==> config.mk <==
export PLATFORM = sky130hd
export DESIGN_NAME = input_debounce_sync
export DESIGN_NICKNAME = d
export VERILOG_FILES = /design/src/rtl/input_debounce_sync.sv
export SDC_FILE = /design/constraint.sdc
export NUM_CORES = 1
export LEC_CHECK = 0
export ABC_AREA = 0
export BUFFER_PORTS_ARGS = -buffer_cell sky130_fd_sc_hd__buf_4
export CORE_MARGIN = 4
export CORE_UTILIZATION = 52
export DETAILED_ROUTE_END_ITERATION = 16
export PLACE_DENSITY = 0.76
export SKIP_CTS_REPAIR_TIMING = 1
export SLEW_MARGIN = 15
export SYNTH_ARGS = -nofsm -noshare
export SYNTH_HDL_FRONTEND = slang
export SYNTH_SLANG_ARGS = --single-unit
export TNS_END_PERCENT = 20
==> constraint.sdc <==
create_clock -name clk -period 1.5 [get_ports clk]
set_input_delay 0.3 -clock clk [delete_from_list [all_inputs] [get_ports clk]]
set_output_delay 0.3 -clock clk [all_outputs]
set_load 0.01 [all_outputs]
==> src/rtl/input_debounce_sync.sv <==
// Pad input conditioner: synchronizer chain, stability-count debounce,
// registered edge pulses and an accepted-transition counter.
module input_debounce_sync #(
  parameter int SYNC_STAGES   = 2,
  parameter int STABLE_CYCLES = 16,
  parameter int CNT_W         = 5
) (
  input  logic       clk,
  input  logic       rst,
  input  logic       raw_in,
  input  logic       en,
  input  logic       clr_count,
  output logic       d_out,
  output logic       rise_pulse,
  output logic       fall_pulse,
  output logic [7:0] edge_count
);

  localparam logic [CNT_W-1:0] LAST = CNT_W'(STABLE_CYCLES - 1);

  logic [SYNC_STAGES-1:0] sync;
  logic                   synced;
  logic [CNT_W-1:0]       cnt;
  logic                   differ;
  logic                   accept;

  assign synced = sync[SYNC_STAGES-1];
  assign differ = en & (synced != d_out);
  assign accept = differ & (cnt == LAST);

  // raw_in is read only here; the chain runs regardless of en
  always_ff @(posedge clk) begin
    if (rst) begin
      sync <= '0;
    end else begin
      sync <= {sync[SYNC_STAGES-2:0], raw_in};
    end
  end

  always_ff @(posedge clk) begin
    if (rst) begin
      cnt        <= '0;
      d_out      <= 1'b0;
      rise_pulse <= 1'b0;
      fall_pulse <= 1'b0;
    end else begin
      rise_pulse <= 1'b0;
      fall_pulse <= 1'b0;
      if (en) begin
        if (!differ) begin
          cnt <= '0;
        end else if (accept) begin
          cnt        <= '0;
          d_out      <= synced;
          rise_pulse <= synced;
          fall_pulse <= ~synced;
        end else begin
          cnt <= cnt + CNT_W'(1);
        end
      end
    end
  end

  // clear wins over a coincident increment
  always_ff @(posedge clk) begin
    if (rst) begin
      edge_count <= 8'd0;
    end else if (clr_count) begin
      edge_count <= 8'd0;
    end else if (accept) begin
      edge_count <= edge_count + 8'd1;
    end
  end

endmodule

==> tab_implementation.tex <==
\begin{tabular}{lr}
\hline
Metric & Value \\
\hline
\multicolumn{2}{l}{\textbf{Worst setup path}} \\
\quad Cell type of the slowest stage on the worst timing path & dfxtp\_1 \\
\quad Crit path launch type & register \\
\quad WP buf/inv & 2 \\
\quad Kind of cell adding the most delay to the critical path & flip-flops \\
\quad Critical R2R Capture & cnt[3] \\
\quad Maximum net fanout on the critical path & 5 \\
\quad Most Frequent Cell on Critical Path & buf\_4 \\
\quad Depth of the worst register-to-register path & 6 \\
\quad Critical Path Sink Type & register \\
\quad Delay of the slowest critical-path stage & 0.33 ns \\
\quad R2R Setup Slk & 0.0008 ns \\
\quad Worst reg2reg path startpoint & cnt[0] \\
\quad Required time at the endpoint of the critical path & 1.69 ns \\
\quad Critical path, cell by cell & ha\_1, nand4b\_1, buf\_4, buf\_4, nand3\_1, o41ai\_1 \\
\quad Data arrival time of the critical path & 1.69 ns \\
\quad Startpoint-to-endpoint class of the critical path & register to register \\
\multicolumn{2}{l}{\textbf{Worst hold path}} \\
\quad Hold Path Origin & raw\_in \\
\quad Destination of the worst hold path & sync[0] \\
\quad Class of the worst hold path & primary input to register \\
\quad Cell depth of the worst min-delay path & 2 \\
\multicolumn{2}{l}{\textbf{Final layout}} \\
\quad Area Overhead vs Synth & 33.3\% \\
\quad Antenna diode count & 0 \\
\quad Number of standard cells in the layout, taps in and fillers out & 136 \\
\quad Final Net Count & $\sim$130 \\
\quad Layout cell share with drive strength beyond 1 & 30.0\% \\
\multicolumn{2}{l}{\textbf{Logic synthesis}} \\
\quad Xor-xnor portion of the synthesized cell area & 2.09\% \\
\quad Share of Yosys cell area claimed by the top area cell type & 43.0\% \\
\quad Cell types occupying the most area after synthesis & dfxtp\_1, mux2i\_1, nand2\_1 \\
\quad Most instantiated library cell after synthesis & dfxtp\_1 \\
\quad Main combinational cell family by area after synthesis & simple AND/OR/NAND/NOR gates \\
\quad Most frequently used flop master after synthesis & dfxtp\_1 \\
\quad Synth warn & 0 \\
\quad Adder-Cell Fraction of Synth Area & 2.99\% \\
\quad Synthesized area per cell & 8.92 sq um \\
\quad Gate count of the mapped netlist & between 90 and 100 \\
\quad Post-synthesis sequential area ratio & 43.0\% \\
\quad Cell area after technology mapping & 838 sq um \\
\quad Share of async-settable or async-resettable flops after synthesis & 0\% \\
\quad Commonest cells in the netlist & dfxtp\_1, nand2\_1, mux2i\_1 \\
\quad Area fraction in compound gates after synthesis & about 6.9\% \\
\quad Netlist cell types & 25 \\
\quad Share of synthesized area spent on multiplexers & 9.55\% \\
\quad Total of flip-flops plus latches after synthesis & 18 \\
\quad Post-Syn Nets & a little over 100 \\
\quad Simple-gate share of the synthesized area & 33.3\% \\
\quad Cell taking the most area after synthesis & dfxtp\_1 \\
\quad Number of enable-type register cells in the synthesized netlist & 0 \\
\multicolumn{2}{l}{\textbf{Global routing}} \\
\quad Wire length of the first global-routing pass & 3270 um \\
\quad Met1 track demand over resource & 25.3\% \\
\quad Vias in the first global route & 753 \\
\quad Antenna violations before repair & 0 \\
\quad Grt total ovfl & 0 \\
\quad M2 GR Usage & 33.3\% \\
\quad Largest net degree at the start of global routing & 22 \\
\quad GR Layer Usage met3 & 3.32\% \\
\quad Global-route usage over all layers & 19.8\% \\
\quad Global routing's busiest layer & met2 \\
\multicolumn{2}{l}{\textbf{Die}} \\
\quad Top-level I/O count & 16 \\
\quad Die span in y & 48.2 um \\
\quad Placement row count & 14 \\
\quad Full die area & 2320 sq um \\
\quad Horiz. Die Dim & 48.2 um \\
\quad Std-Cell Core Area & roughly 1500 sq um \\
\quad Starting density of the core & 55.6\% \\
\multicolumn{2}{l}{\textbf{CTS}} \\
\quad Insertion delay of the later-clocked pin in the worst-skew pair & 0.29 ns \\
\quad Num Clock Sinks & 18 \\
\quad CTS tree & yes \\
\quad H-tree lvl count & 1 \\
\quad Number of buffers inserted during clock tree synthesis & 3 \\
\quad Root buffer selected by CTS & clkbuf\_4 \\
\quad Number of buffers on the longest clock path & 2 \\
\quad Reg clk slew, reported paths & about 0.1 ns \\
\multicolumn{2}{l}{\textbf{STA}} \\
\quad Max-slew headroom at the worst pin & between 60\% and 70\% \\
\quad Worst clock skew & 0.00183 ns \\
\quad RSZ-0062 raised after global routing & yes \\
\quad Final hold viol count & 0 \\
\quad Min Clock Period, post-route & 1.50 ns \\
\quad Total count of max-transition violations in the final report & 0 \\
\quad Tightest Pin Transition & 0.485 ns \\
\quad Fmax achieved & 667 MHz \\
\quad Post-route clock period utilization & 99.9\% \\
\quad Count of final setup violators & 0 \\
\multicolumn{2}{l}{\textbf{Run}} \\
\quad Max-cap violations & 0 \\
\multicolumn{2}{l}{\textbf{Drt}} \\
\quad DRC Markers & 0 \\
\quad Via count normalized by instance count & $\sim$6.1 \\
\quad Post-route ant nets & 0 \\
\quad Avg WL per Cell & between 10 and 15 um \\
\quad Overall via count from detail\_route & 824 \\
\quad Number of detailed-routing iterations run before antenna repair & 4 \\
\quad Count of routing violations after the opening detailed-route iteration & 15 \\
\quad Overall routed net length & 2010 um \\
\multicolumn{2}{l}{\textbf{Placement}} \\
\quad Placed wire-length estimate after detailed placement & 1380 um \\
\quad Number of port buffers & 15 \\
\quad Placed cell count & 131 \\
\quad Placer's final routability congestion estimate & 0.823 \\
\multicolumn{2}{l}{\textbf{Power}} \\
\quad Total design power & 0.834 mW \\
\quad Maximum resistive drop on vdd & 0.000570 V \\
\quad Leakage power summed over all cells & 0.440 nW \\
\quad Power Dens Cells & 747 nW/um\^{}2 \\
\multicolumn{2}{l}{\textbf{Status}} \\
\quad Outcome & completed \\
\hline
\end{tabular}
registers in the layout, summed over array words and instances (netlist names):
| name | flops |
|---|---|
| cnt | 5 |
| d_out | 1 |
| edge_count | 8 |
| fall_pulse | 1 |
| rise_pulse | 1 |
| sync | 2 |
routing by layer:
layer / share of wire (%) / up-vias
li1: - / 402
met1: 47 / 387
met2: 48 / 31
met3: 4.7 / 4
met4: 0.85 / 0
met5: 0 / -
final cells by class:
cell class,instances,area [sq um]
fill,118,389
tap,16,20.0
timing repair buffer,25,188
multi-input combinational,71,505
sequential,18,360
inverter,2,7.51
clock buffer,4,36.3
through the flow:
step           setup TNS, ns  cell area [sq um]  setup slack [ns]  hold slack, ns  utilization (%)
4_1_cts                    0               1060            0.0190           0.212             70.6
5_1_grt               -0.430               1120            -0.112           0.209             74.2
6_report                   0               1120          0.000847           0.215             74.2
3_3_place_gp               0               1030            0.0685           0.422             68.2
3_5_place_dp               0               1030            0.0490           0.432             68.2
2_1_floorplan              0                838             0.111           0.414                -
worst max path at each step:
stage,endpoint,depth (start not counted),startpoint,slack [ns]
global route,edge_count[7],5,cnt[1],-0.11
finish,cnt[3],6,cnt[0],0.0008
detailed placement,edge_count[6],4,cnt[1],0.05
floorplan,edge_count[5],4,cnt[0],0.11
global placement,edge_count[5],4,cnt[1],0.07
CTS,edge_count[6],4,cnt[1],0.02
report_power, final:
group | switching, mW | total (mW) | internal [mW] | leakage [nW]
clock | 0.146 | 0.294 | 0.148 | 0.0210
combinational | 0.0339 | 0.0572 | 0.0233 | 0.274
sequential | 0.00284 | 0.484 | 0.481 | 0.145
cell usage in the layout, fill, tap and decap left out:
cell / Yosys / layout
buf_4: 0 / 25
dfxtp_1: 18 / 18
nand2_1: 13 / 13
mux2i_1: 8 / 8
or3_1: 7 / 7
nand3_1: 6 / 6
nand4_1: 5 / 5
nor4_2: 0 / 5
a21oi_1: 4 / 4
nor3b_1: 4 / 4
nor2b_1: 3 / 3
clkbuf_4: 0 / 3
inv_1: 2 / 2
nor2_1: 2 / 2
o21ai_0: 2 / 2
ha_1: 2 / 2
xor2_2: 0 / 1
nand4b_1: 1 / 1
xnor2_2: 0 / 1
and4b_1: 1 / 1
or4_1: 1 / 1
nor3_1: 1 / 1
and3_1: 1 / 1
a41oi_1: 1 / 1
o41ai_1: 1 / 1
a32o_1: 1 / 1
clkbuf_8: 0 / 1
cells by family after synthesis:
group | after synthesis
adders and majority gates | 2
muxes | 8
AOI/OAI and AO/OA | 9
DFF | 18
buffers and inverters | 5
and+or+nand+nor | 50
xor gates and xnor gates | 2
No activity file was read; power rests on OpenSTA's default activity.
